--- src/rtl/soc_fifo_pkg.sv ---
// Shared types and helpers for the FIFO read-side stream logic.
package soc_fifo_pkg;

  localparam int MAX_READ_LATENCY = 2;

  // Skid-buffer occupancy; wide enough for MAX_READ_LATENCY + 1 entries.
  typedef logic [1:0] occ_t;

  function automatic int clog2_depth(input int depth);
    for (int w = 1; w < 32; w++) begin
      if ((1 << w) >= depth) return w;
    end
    return 32;
  endfunction

endpackage

--- src/rtl/stream_skid_buffer.sv ---
// Circular buffer of DEPTH words with push/pop and a registered level.
module stream_skid_buffer
  import soc_fifo_pkg::*;
#(
  parameter int WIDTH = 36,
  parameter int DEPTH = 3
) (
  input  logic             clk_i,
  input  logic             rst_ni,
  input  logic             clr_i,
  input  logic             push_i,
  input  logic [WIDTH-1:0] push_data_i,
  input  logic             pop_i,
  output logic [WIDTH-1:0] data_o,
  output logic             valid_o,
  output occ_t             level_o
);

  localparam int PTR_W = clog2_depth(DEPTH);

  logic [WIDTH-1:0] mem_q [DEPTH];
  logic [PTR_W-1:0] wr_ptr_q, wr_ptr_d;
  logic [PTR_W-1:0] rd_ptr_q, rd_ptr_d;
  occ_t             occ_q, occ_d;

  // DEPTH need not be a power of two, so the wrap is explicit.
  function automatic logic [PTR_W-1:0] ptr_inc(input logic [PTR_W-1:0] p);
    return (p == PTR_W'(DEPTH - 1)) ? '0 : p + 1'b1;
  endfunction

  always_comb begin
    wr_ptr_d = wr_ptr_q;
    rd_ptr_d = rd_ptr_q;
    if (push_i) wr_ptr_d = ptr_inc(wr_ptr_q);
    if (pop_i)  rd_ptr_d = ptr_inc(rd_ptr_q);
    occ_d = occ_q + occ_t'(push_i) - occ_t'(pop_i);
  end

  always_ff @(posedge clk_i) begin
    if (!rst_ni || clr_i) begin
      wr_ptr_q <= '0;
      rd_ptr_q <= '0;
      occ_q    <= '0;
    end else begin
      wr_ptr_q <= wr_ptr_d;
      rd_ptr_q <= rd_ptr_d;
      occ_q    <= occ_d;
    end
  end

  always_ff @(posedge clk_i) begin
    if (push_i) mem_q[wr_ptr_q] <= push_data_i;
  end

  assign data_o  = mem_q[rd_ptr_q];
  assign valid_o = (occ_q != '0);
  assign level_o = occ_q;

endmodule

--- src/rtl/fifo_stream_reader.sv ---
// Drives a standard-mode FIFO read port and presents the words as a
// valid/ready stream through a credit-controlled skid buffer.
module fifo_stream_reader
  import soc_fifo_pkg::*;
#(
  parameter int WIDTH        = 36,
  parameter int READ_LATENCY = 2
) (
  input  logic             clk_i,
  input  logic             rst_ni,
  input  logic             flush_i,
  input  logic             fifo_empty_i,
  input  logic             fifo_rderr_i,
  input  logic [WIDTH-1:0] fifo_dout_i,
  output logic             fifo_rd_en_o,
  output logic [WIDTH-1:0] m_data_o,
  output logic             m_valid_o,
  input  logic             m_ready_i,
  output logic [1:0]       count_o,
  output logic             rd_err_o
);

  localparam int DEPTH = READ_LATENCY + 1;
  localparam int SUM_W = clog2_depth(2 * MAX_READ_LATENCY + 2);

  logic [READ_LATENCY-1:0] inflight_q, inflight_d;
  logic [SUM_W-1:0]        n_inflight, credit_sum;
  logic                    rd_en, pop, capture, valid, rd_err_q;
  occ_t                    level;

  assign pop     = valid & m_ready_i;
  assign capture = inflight_q[READ_LATENCY-1];

  always_comb begin
    n_inflight = '0;
    for (int i = 0; i < READ_LATENCY; i++) begin
      n_inflight = n_inflight + SUM_W'(inflight_q[i]);
    end
  end

  // Every outstanding read must have a free slot waiting when it lands.
  assign credit_sum = SUM_W'(level) + n_inflight - SUM_W'(pop);
  assign rd_en      = rst_ni & ~flush_i & ~fifo_empty_i & (credit_sum < SUM_W'(DEPTH));
  assign inflight_d = READ_LATENCY'({inflight_q, rd_en});

  always_ff @(posedge clk_i) begin
    if (!rst_ni || flush_i) inflight_q <= '0;
    else                    inflight_q <= inflight_d;
  end

  always_ff @(posedge clk_i) begin
    if (!rst_ni)           rd_err_q <= 1'b0;
    else if (fifo_rderr_i) rd_err_q <= 1'b1;
  end

  stream_skid_buffer #(
    .WIDTH (WIDTH),
    .DEPTH (DEPTH)
  ) u_skid (
    .clk_i       (clk_i),
    .rst_ni      (rst_ni),
    .clr_i       (flush_i),
    .push_i      (capture),
    .push_data_i (fifo_dout_i),
    .pop_i       (pop),
    .data_o      (m_data_o),
    .valid_o     (valid),
    .level_o     (level)
  );

  assign fifo_rd_en_o = rd_en;
  assign m_valid_o    = valid;
  assign count_o      = level;
  assign rd_err_o     = rd_err_q;

endmodule

--- config.mk ---
export PLATFORM = sky130hd
export DESIGN_NAME = fifo_stream_reader
export DESIGN_NICKNAME = d
export VERILOG_FILES = /design/src/rtl/soc_fifo_pkg.sv /design/src/rtl/stream_skid_buffer.sv /design/src/rtl/fifo_stream_reader.sv
export SDC_FILE = /design/constraint.sdc
export NUM_CORES = 1
export LEC_CHECK = 0
export ABC_AREA = 1
export BUFFER_PORTS_ARGS = -buffer_cell sky130_fd_sc_hd__clkbuf_2
export CAP_MARGIN = 40
export CORE_UTILIZATION = 55
export CTS_BUF_LIST = sky130_fd_sc_hd__clkbuf_4 sky130_fd_sc_hd__clkbuf_8 sky130_fd_sc_hd__clkbuf_16
export CTS_CLUSTER_DIAMETER = 100
export CTS_CLUSTER_SIZE = 14
export DETAILED_ROUTE_END_ITERATION = 16
export PLACE_DENSITY = 0.83
export SYNTH_ARGS = -nofsm -noshare
export SYNTH_HDL_FRONTEND = slang
export SYNTH_HIERARCHICAL = 1
export SYNTH_SLANG_ARGS = --single-unit
--- constraint.sdc ---
create_clock -name clk_i -period 4.6 [get_ports clk_i]
set_input_delay 0.23 -clock clk_i [delete_from_list [all_inputs] [get_ports clk_i]]
set_output_delay 0.23 -clock clk_i [all_outputs]
set_load 0.05 [all_outputs]
== After elaboration in Yosys (flattened, before gate mapping) ==
Memories as Yosys holds them, arrays and structs flattened. A register that Yosys moved wholly into a read port is not among the register bits.
Cells that the tools add are included.

* Output and inout port bits: 41
* RAM bits: 108
* Memories kept: 1
* Input bits: 42
* Register bits: 9

{| class="wikitable"
|+ Memories
! name !! words !! bits a word !! rd ports !! clocked after Yosys merged registers in !! wr ports !! RTL line !! RTL
|-
| u_skid.mem_q || 3 || 36 || 1 || 1 || 1 || stream_skid_buffer.sv:21 || <nowiki>logic [WIDTH-1:0] mem_q [DEPTH];</nowiki>
|}

* $add $sub $neg: 7
* Multiplexer cells: 6
* Bitwise logic cells: 6
* Reduce and logical (&&, ||, !) cells: 3
* Order comparisons: 1
* Equality and inequality tests: 2

{| class="wikitable"
|+ Operators with widths
! cell !! count
|-
| 2-bit 2-to-1 mux || 4
|-
| 2-bit by 1-bit adder with 2-bit output (second input constant) || 2
|-
| 1-bit AND || 4
|-
| 2-bit == test (second input constant) || 2
|-
| 2-bit by 2-bit adder with 3-bit output || 1
|-
| 3-bit by 2-bit less-than comparator with 1-bit output (second input constant) || 1
|-
| 3-bit by 1-bit subtractor with 3-bit output || 1
|-
| 1-bit by 1-bit adder with 2-bit output || 1
|-
| 2-bit by 1-bit adder with 2-bit output || 1
|-
| 1-bit 2-to-1 mux || 2
|-
| 1-bit NOT || 2
|-
| 2-bit nonzero test || 1
|-
| 2-bit by 1-bit subtractor with 2-bit output || 1
|-
| 1-bit zero test || 1
|-
| 1-bit logical OR || 1
|}

== Depth between registers and ports, before layout ==
Gate-level depths: netlist of run 1.

* Depth after elaboration: 5
* Gate-level depth with buffers: 12

== By module ==
The synthesis of run 1 kept the hierarchy.

{| class="wikitable"
|+ Modules (own cells, without submodules)
! module !! area each (µm²) !! seq. area each (µm²) !! cells each !! instances
|-
| stream_skid_buffer || 4394.2 || 3403.3 || 314 || 1
|-
| fifo_stream_reader || 211.5 || 60.1 || 29 || 1
|}

== Worst setup path after synthesis of run 1 ==
OpenSTA, ideal clock, no wires.

* Kind: register -> output
* Start point: register u_skid.occ_q[1], in the netlist u_skid/level_o[1]
* End point: output port fifo_rd_en_o
* Arrival time: 3.255 ns
* Buffers on the path: 0
* Required time: 4.370 ns
* Setup slack: 1.115 ns
* Stages on the path, launching flop included: 12
* Cell sequence: dfxtp_1 > inv_1 > nand2_1 > nand2_1 > inv_1 > ha_1 > fa_1 > inv_1 > fa_1 > nand2_1 > nand3_2 > nor2_1

* Longest elaborated chain between the ends: 5

{| class="wikitable"
|+ Ends and longest elaborated chain
! what !! RTL line !! RTL
|-
| start: declaration || stream_skid_buffer.sv:24 || <nowiki>occ_t occ_q, occ_d;</nowiki>
|-
| start signal: assignment || stream_skid_buffer.sv:43 || <nowiki>occ_q <= '0;</nowiki>
|-
| start signal: assignment || stream_skid_buffer.sv:47 || <nowiki>occ_q <= occ_d;</nowiki>
|-
| 2-bit nonzero test || stream_skid_buffer.sv:56 || <nowiki>assign valid_o = (occ_q != '0);</nowiki>
|-
| net m_valid_o || fifo_stream_reader.sv:17 || <nowiki>output logic m_valid_o,</nowiki>
|-
| 1-bit AND || fifo_stream_reader.sv:31 || <nowiki>assign pop = valid & m_ready_i;</nowiki>
|-
| net pop || fifo_stream_reader.sv:28 || <nowiki>logic rd_en, pop, capture, valid, rd_err_q;</nowiki>
|-
| 3-bit by 1-bit subtractor with 3-bit output || fifo_stream_reader.sv:42 || <nowiki>assign credit_sum = SUM_W'(level) + n_inflight - SUM_W'(pop);</nowiki>
|-
| 3-bit by 2-bit less-than comparator with 1-bit output || fifo_stream_reader.sv:43 || <nowiki>assign rd_en = rst_ni & ~flush_i & ~fifo_empty_i & (credit_sum < SUM_W'(DEPTH));</nowiki>
|-
| 1-bit AND || fifo_stream_reader.sv:43 ||
|-
| end: declaration || fifo_stream_reader.sv:15 || <nowiki>output logic fifo_rd_en_o,</nowiki>
|}

The timed path passes the listed nets, and every way through them passes these cells.

== Final worst setup path of run 1 ==
* Start point: register u_skid.occ_q[1], in the netlist u_skid/level_o[1]
* End point: output port fifo_rd_en_o

* Longest elaborated chain between the ends: 5

{| class="wikitable"
|+ Ends and longest elaborated chain
! what !! RTL line
|-
| 2-bit nonzero test || stream_skid_buffer.sv:56
|-
| 1-bit AND || fifo_stream_reader.sv:31
|-
| net pop || fifo_stream_reader.sv:28
|-
| 3-bit by 1-bit subtractor with 3-bit output || fifo_stream_reader.sv:42
|-
| 3-bit by 2-bit less-than comparator with 1-bit output || fifo_stream_reader.sv:43
|-
| 1-bit AND || fifo_stream_reader.sv:43
|}

The timed path passes the listed nets, and every way through them passes these cells.

==> summary.txt, run 1 <==
==================================================================================================
Die area                                                                                 8740 um^2
WL met1                                                                                    3610 um
Timing endpoint of the critical path                                                  fifo_rd_en_o
Highest Clock Rate                                                                         316 MHz
Cell types with the highest counts after synthesis                                    edfxtp_1, a21oi_1, nand2_1
CTS tree                                                                                       yes
Data required time of the critical path                                                    4370 ps
Maximum number of pins on one net before global-route repair                                    38
Synthesized-area fraction occupied by ao, oa, aoi and oai cells                             0.0886
Post-CTS setup repair buffer count                                                               0
Total track usage                                                                            0.220
Number of sinks driven by the clock tree                                                       119
Largest family of logic cells by synthesized area                                     compound AO/OA/AOI/OAI gates
Cell breakdown of the critical path                                                   inv_1 -> nand2_1 -> nand2_1 -> inv_1 -> ha_1 -> fa_1 -> inv_1 -> fa_1 -> nand2_1 -> nand3_2 -> nor2_1 -> clkbuf_2
Top layer in use                                                                              met4
Port buffer count                                                                               82
Detailed route wirelength on metal2                                                        4790 um
Worst path top cell family by delay                                                    adder cells
Number of levels the H-tree was split into                                                       4
Ratio of final minimum period to clock period                                                0.687
Slowest CP cell                                                                            dfxtp_1
DRC violation total after the first TritonRoute iteration                                      196
Vias in the first global route                                                               3,140
Post-synth cell types                                                                           20
Area fraction of the dominant cell type after synthesis                                      0.704
Most area-consuming cells after synthesis                                             edfxtp_1, a21oi_1, dfxtp_1
Hold depth                                                                                       5
Number of gates on the worst path with buffers counted                                          12
Worst-path fanout max                                                                            5
Pins over their slew limit                                                                       0
Synthesized Nets                                                                               390
Routed wire per std cell                                                                   15.2 um
Min cycle time layout                                                                      3160 ps
Multiplexer share of the synthesized area                                                        0
Total setup violations reported at the end of the flow                                           0
P per Cell Area                                                                        415 nW/um^2
Wire length on met3                                                                         474 um
Die height                                                                                 93.5 um
Worst setup margin                                                                         1440 ps
Predominant post-synthesis flop cell                                                      edfxtp_1
Wire length of the first global-routing pass                                             14,100 um
Critical Path Sink Type                                                                 output pin
Sum of buffers and inverters on the critical path                                                4
Clock transition time at the flip-flop clock pins of the worst setup and hold paths          60 ps
Share of synthesized flip-flops with an asynchronous set or reset                                0
Design area                                                                              6000 um^2
P&R area growth vs syn                                                                       30.3%
Final weighted congestion in routability-driven placement                                    0.771
# diodes                                                                                         0
Max-cap violations                                                                               0
Placed cells                                                                                   519
HPWL Detailed                                                                              4700 um
Synth Warn #                                                                                     6
Total routed wirelength                                                                    9030 um
Sequential element share of the synthesized area                                             0.752
Kind of path behind the tightest hold check                                           input port to flip-flop
Worst r2r dst                                                                         inflight_q[0]
Number of instances in the synthesized netlist                                                 343
Setup repair after global routing missed its margin                                          false
Worst slew margin relative to its limit                                                      0.416
Detailed Routing Iterations Pass 1                                                               4
Post-detailed-route via-to-cell ratio                                                         5.15
Synthesized-area fraction occupied by adder cells                                           0.0168
Maximum vdd ir drop                                                                       0.356 mV
Final Non-Filler Cells                                                                         592
Run status                                                                            finished clean
Minimum setup slack after placement                                                        1970 ps
Average size of a mapped cell                                                            13.4 um^2
Overall die width                                                                          93.5 um
Syn Std Cell Area                                                                        4610 um^2
Total core area                                                                          8180 um^2
Top-count cell post-synth                                                                 edfxtp_1
Sort of element at the start of the critical path                                        flip-flop
Final TNS setup                                                                               0 ps
Kind of critical path                                                                 flip-flop to output pin
Grt ovf                                                                                          0
Total clock buffers created by CTS                                                              17
Synthesized-area fraction occupied by xor and xnor cells                                         0
Area share of and/or/nand/nor cells after synthesis                                         0.0869
Cell area after placement                                                                5030 um^2
Maximum buffer depth of the clock tree                                                           2
Setup slack of the worst register-to-register path                                         2400 ps
Post-DRT Antenna Nets                                                                            0
Worst flop-to-flop path startpoint                                                    u_skid/level_o[1]
Total of flip-flops plus latches after synthesis                                               119
Remaining routing DRC violations                                                                 0
Critical path launch point                                                            u_skid/level_o[1]
Number of placed I/O pins                                                                       83
Fraction of layout instances using a drive strength above 1                                  0.267
Cell leakage power                                                                      0.00235 uW
CTS Root Buffer Type                                                                      clkbuf_8
Cell count of the worst reg-to-reg path                                                         11
Measured slew at the worst slew-check pin                                                   876 ps
Number of placement rows                                                                        33
Starting Density                                                                             0.563
Number of enable-type register cells in the synthesized netlist                                108
Leading area contributor after synthesis                                                  edfxtp_1
# nets final                                                                                   521
Number of failing hold endpoints at the final stage                                              0
Initial antenna violation count                                                                  0
Worst-Skew Late Latency                                                                     490 ps
Final setup skew                                                                           6.55 ps
Vias after detailed routing                                                                  3,049
Max stage delay on crit path                                                                420 ps
Crit path DAT                                                                              2930 ps
==================================================================================================
## worst reg2reg max path, cell delays in order, from the launching register on
cell and delay [ps]:
dfxtp_1 420, inv_1 80, nand2_1 90, nand2_1 50, inv_1 140, ha_1 270, fa_1 370, inv_1 80
fa_1 410, nand2_1 90, nand3_2 80, nor2_1 70
## placed cells by master, fill, tap and decap left out, types with 6 or more instances in the layout
master,netlist,final
edfxtp_1,108,108
clkbuf_2,0,82
nor2_1,44,44
clkbuf_16,0,16
dlygate4sd3_1,0,41
dfxtp_1,11,9
a21oi_2,6,6
inv_1,22,20
nand2_1,50,50
a21oi_1,71,71
## registers in the layout, indices dropped and copies added, names as in the netlist, named ones only
signal           count
u_skid/level_o       2
u_skid/rd_ptr_q      2
rd_err_o             1
u_skid/mem_q       108
u_skid/wr_ptr_q      2
inflight_q           2
## metrics by stage
step | util | hold WS, ps | power [uW]
after global routing | 0.734 | 106 | 2560
final | 0.734 | 88.2 | 2490
after detailed placement | 0.615 | 436 | 1270
after global placement | 0.615 | 429 | 1270
after floorplan | - | 308 | 1240
after CTS | 0.734 | 62.8 | 2510
## cell families (layout without fill, tap and decap cells)
kind of cell,after synthesis,after routing
flip-flops,119,119
AND/OR/NAND/NOR,102,102
AO/OA/AOI/OAI,77,77
buffers and inverters,40,184
adder cells (fa/ha/maj),5,5
## per-layer routing
metal,track usage,up-vias
li1,-,1464
met1,0.238,1452
met2,0.405,119
met3,0.0537,14
met4,0.0987,0
met5,0,-
## worst min-delay path by stage
stage	start	end	slack, ps
after floorplan	flush_i	inflight_q[1]	310
after global placement	fifo_dout_i[16]	u_skid/mem_q[0][16]	430
after detailed placement	inflight_q[0]	inflight_q[1]	440
after CTS	rst_ni	inflight_q[0]	60
after global routing	rst_ni	u_skid/level_o[1]	110
final	rst_ni	inflight_q[0]	90
## cell type report
class,count,area [um^2]
Sequential cell,119,3470
Fill cell,552,2170
Multi-Input combinational cell,184,891
Timing Repair Buffer,126,843
Clock buffer,19,429
Clock inverter,13,133
Tap cell,105,131
Inverter,26,110
## repair_timing
item / 4_1_cts / 5_1_grt
hold buffers: 41 / 0
endpoints found under the hold margin: 111 / 0
gates resized for setup: 0 / 0
## power breakdown
group | internal (uW) | leakage [uW] | switching (uW)
Combinational | 43.9 | 0.00103 | 49.6
Sequential | 1180 | 0.00106 | 2.21
Clock | 776 | 0.000263 | 437
Total | 2000 | 0.00235 | 489
Power figures use the tool's default switching activity.
==> run 2: changes to the inputs <==
Settings changed: CORE_UTILIZATION 55 to 50, PLACE_DENSITY 0.83 to 0.8.
Clock period 4.6 ns to 2.68 ns, I/O delays scaled along.
==> summary.txt, run 2 (synthesis results as in run 1) <==
==================================================================================================
Vias in the first global route                                                               3,266
HPWL Detailed                                                                              5370 um
Total setup violations reported at the end of the flow                                           0
Switching fraction of total power                                                            0.200
Switching power summed over all nets                                                        860 uW
Sort of element at the start of the critical path                                        flip-flop
Starting Density                                                                             0.523
Maximum buffer depth of the clock tree                                                           2
Clock transition time at the flip-flop clock pins of the worst setup and hold paths          60 ps
Maximum number of pins on one net before global-route repair                                    37
Measured slew at the worst slew-check pin                                                   728 ps
Worst-Skew Late Latency                                                                     500 ps
Wire length of the first global-routing pass                                             15,400 um
Number of levels the H-tree was split into                                                       4
Post-DRT Antenna Nets                                                                            0
Final setup skew                                                                           8.32 ps
Max-cap violations                                                                               0
Clock power share                                                                            0.486
Highest Clock Rate                                                                         380 MHz
Pins over their slew limit                                                                       0
Kind of path behind the tightest hold check                                           input port to flip-flop
Initial antenna violation count                                                                  0
Worst-path fanout max                                                                            2
Total routed wirelength                                                                    9670 um
# nets final                                                                                   531
Run status                                                                            finished, violations left
Top layer in use                                                                              met4
CTS tree                                                                                       yes
WL met1                                                                                    3780 um
Total core area                                                                          8810 um^2
Die height                                                                                 98.0 um
Cell leakage power                                                                      0.00242 uW
Data required time of the critical path                                                    2550 ps
Min cycle time layout                                                                      2630 ps
Die area                                                                                 9600 um^2
Maximum vdd ir drop                                                                       0.413 mV
Worst slew margin relative to its limit                                                      0.514
Hold depth                                                                                       7
Detailed Routing Iterations Pass 1                                                              13
Setup repair after global routing missed its margin                                           true
Vias after detailed routing                                                                  3,162
Ratio of final minimum period to clock period                                                0.982
Crit path DAT                                                                              2500 ps
Most common cell after layout, fill and taps aside                                        edfxtp_1
DRC violation total after the first TritonRoute iteration                                      141
Post-detailed-route via-to-cell ratio                                                         5.23
Register with the highest flop count                                                  u_skid/mem_q
Flip-flop count of the largest register, all copies and words added                            108
Routed wire per std cell                                                                   16.0 um
Number of sinks driven by the clock tree                                                       119
Violations in the final reports                                                       design-rule violations
Wire length on met3                                                                         541 um
Final TNS setup                                                                               0 ps
Grt ovf                                                                                          0
Kind of critical path                                                                 flip-flop to output pin
Number of placed I/O pins                                                                       83
Total clock buffers created by CTS                                                              17
Fraction of layout instances using a drive strength above 1                                  0.304
Number of failing hold endpoints at the final stage                                              0
Power, Total                                                                               4290 uW
Critical Path Sink Type                                                                 output pin
# diodes                                                                                         0
P&R area growth vs syn                                                                       33.3%
CTS Root Buffer Type                                                                      clkbuf_8
Port buffer count                                                                               82
Most frequent cells in the layout                                                     edfxtp_1, clkbuf_2, a21oi_1
Logic pwr share                                                                              0.040
Number of placement rows                                                                        34
Overall die width                                                                          98.0 um
Cell count of the worst reg-to-reg path                                                         11
Cell internal power dissipation                                                            3430 uW
Final weighted congestion in routability-driven placement                                    0.820
Remaining routing DRC violations                                                                 2
Reg power frac                                                                               0.474
Detailed route wirelength on metal2                                                        5250 um
Total track usage                                                                            0.215
P per Cell Area                                                                        699 nW/um^2
==================================================================================================
-- run 2: power groups by stage --
stage	registers, uW	clock network [uW]	logic (uW)
6_report	2040	2090	170
5_1_grt	2040	2200	183
4_1_cts	2040	2110	167
3_5_place_dp	2070	0	115
3_3_place_gp	2070	0	110
2_1_floorplan	2080	0	52.4
-- run 2: final timing paths --
path | from | end | slack (ps)
setup / recovery | u_skid/level_o[0] | fifo_rd_en_o | 50
hold / removal | m_ready_i | flip-flop | 140
setup reg to reg | u_skid/level_o[0] | inflight_q[0] | 770
hold reg to reg | u_skid/wr_ptr_q[1] | u_skid/wr_ptr_q[1] | 470
-- run 2: area by class of cell --
type	count	area, um^2
Timing Repair Buffer	136	933
Inverter	26	113
Tap cell	108	135
Clock buffer	18	422
Sequential cell	119	3470
Clock inverter	14	135
Multi-Input combinational cell	184	930
Fill cell	617	2670
-- run 2: timing repair --
| item | CTS | global route |
|---|---|---|
| hold buffers | 43 | 0 |
| endpoints found under the setup margin | 1 | 1 |
| buffers inserted | 3 | 0 |
| resized for setup | 10 | 5 |
| pin swaps | 1 | 0 |
| endpoints found under the hold margin | 116 | 0 |
-- run 2: stage by stage --
stage / instances / instance area [um^2] / utilization / setup WS, ps / hold WS (ps)
floorplan: 343 / 4620 / - / -313 / 212
global placement: 527 / 5080 / 0.577 / 315 / 335
detailed placement: 527 / 5080 / 0.577 / 183 / 341
CTS: 605 / 6120 / 0.695 / -4.89 / 136
global route: 605 / 6140 / 0.697 / -64.9 / 160
finish: 605 / 6140 / 0.697 / 47.3 / 143
-- run 2: routing by layer --
metal	global-route usage	up-vias
li1	-	1486
met2	0.389	118
met1	0.240	1548
met4	0.0886	0
met3	0.0558	10
met5	0	-
-- run 2: worst max-delay path: stages, from the launching register on --
cell and delay, ps:
dfxtp_2 330, inv_2 50, nand2_4 60, nand2_2 50
inv_2 70, ha_4 200, fa_2 340, inv_2 60
fa_1 390, nand2_1 90, nand3_2 100, nor2_4 110
buf_8 150
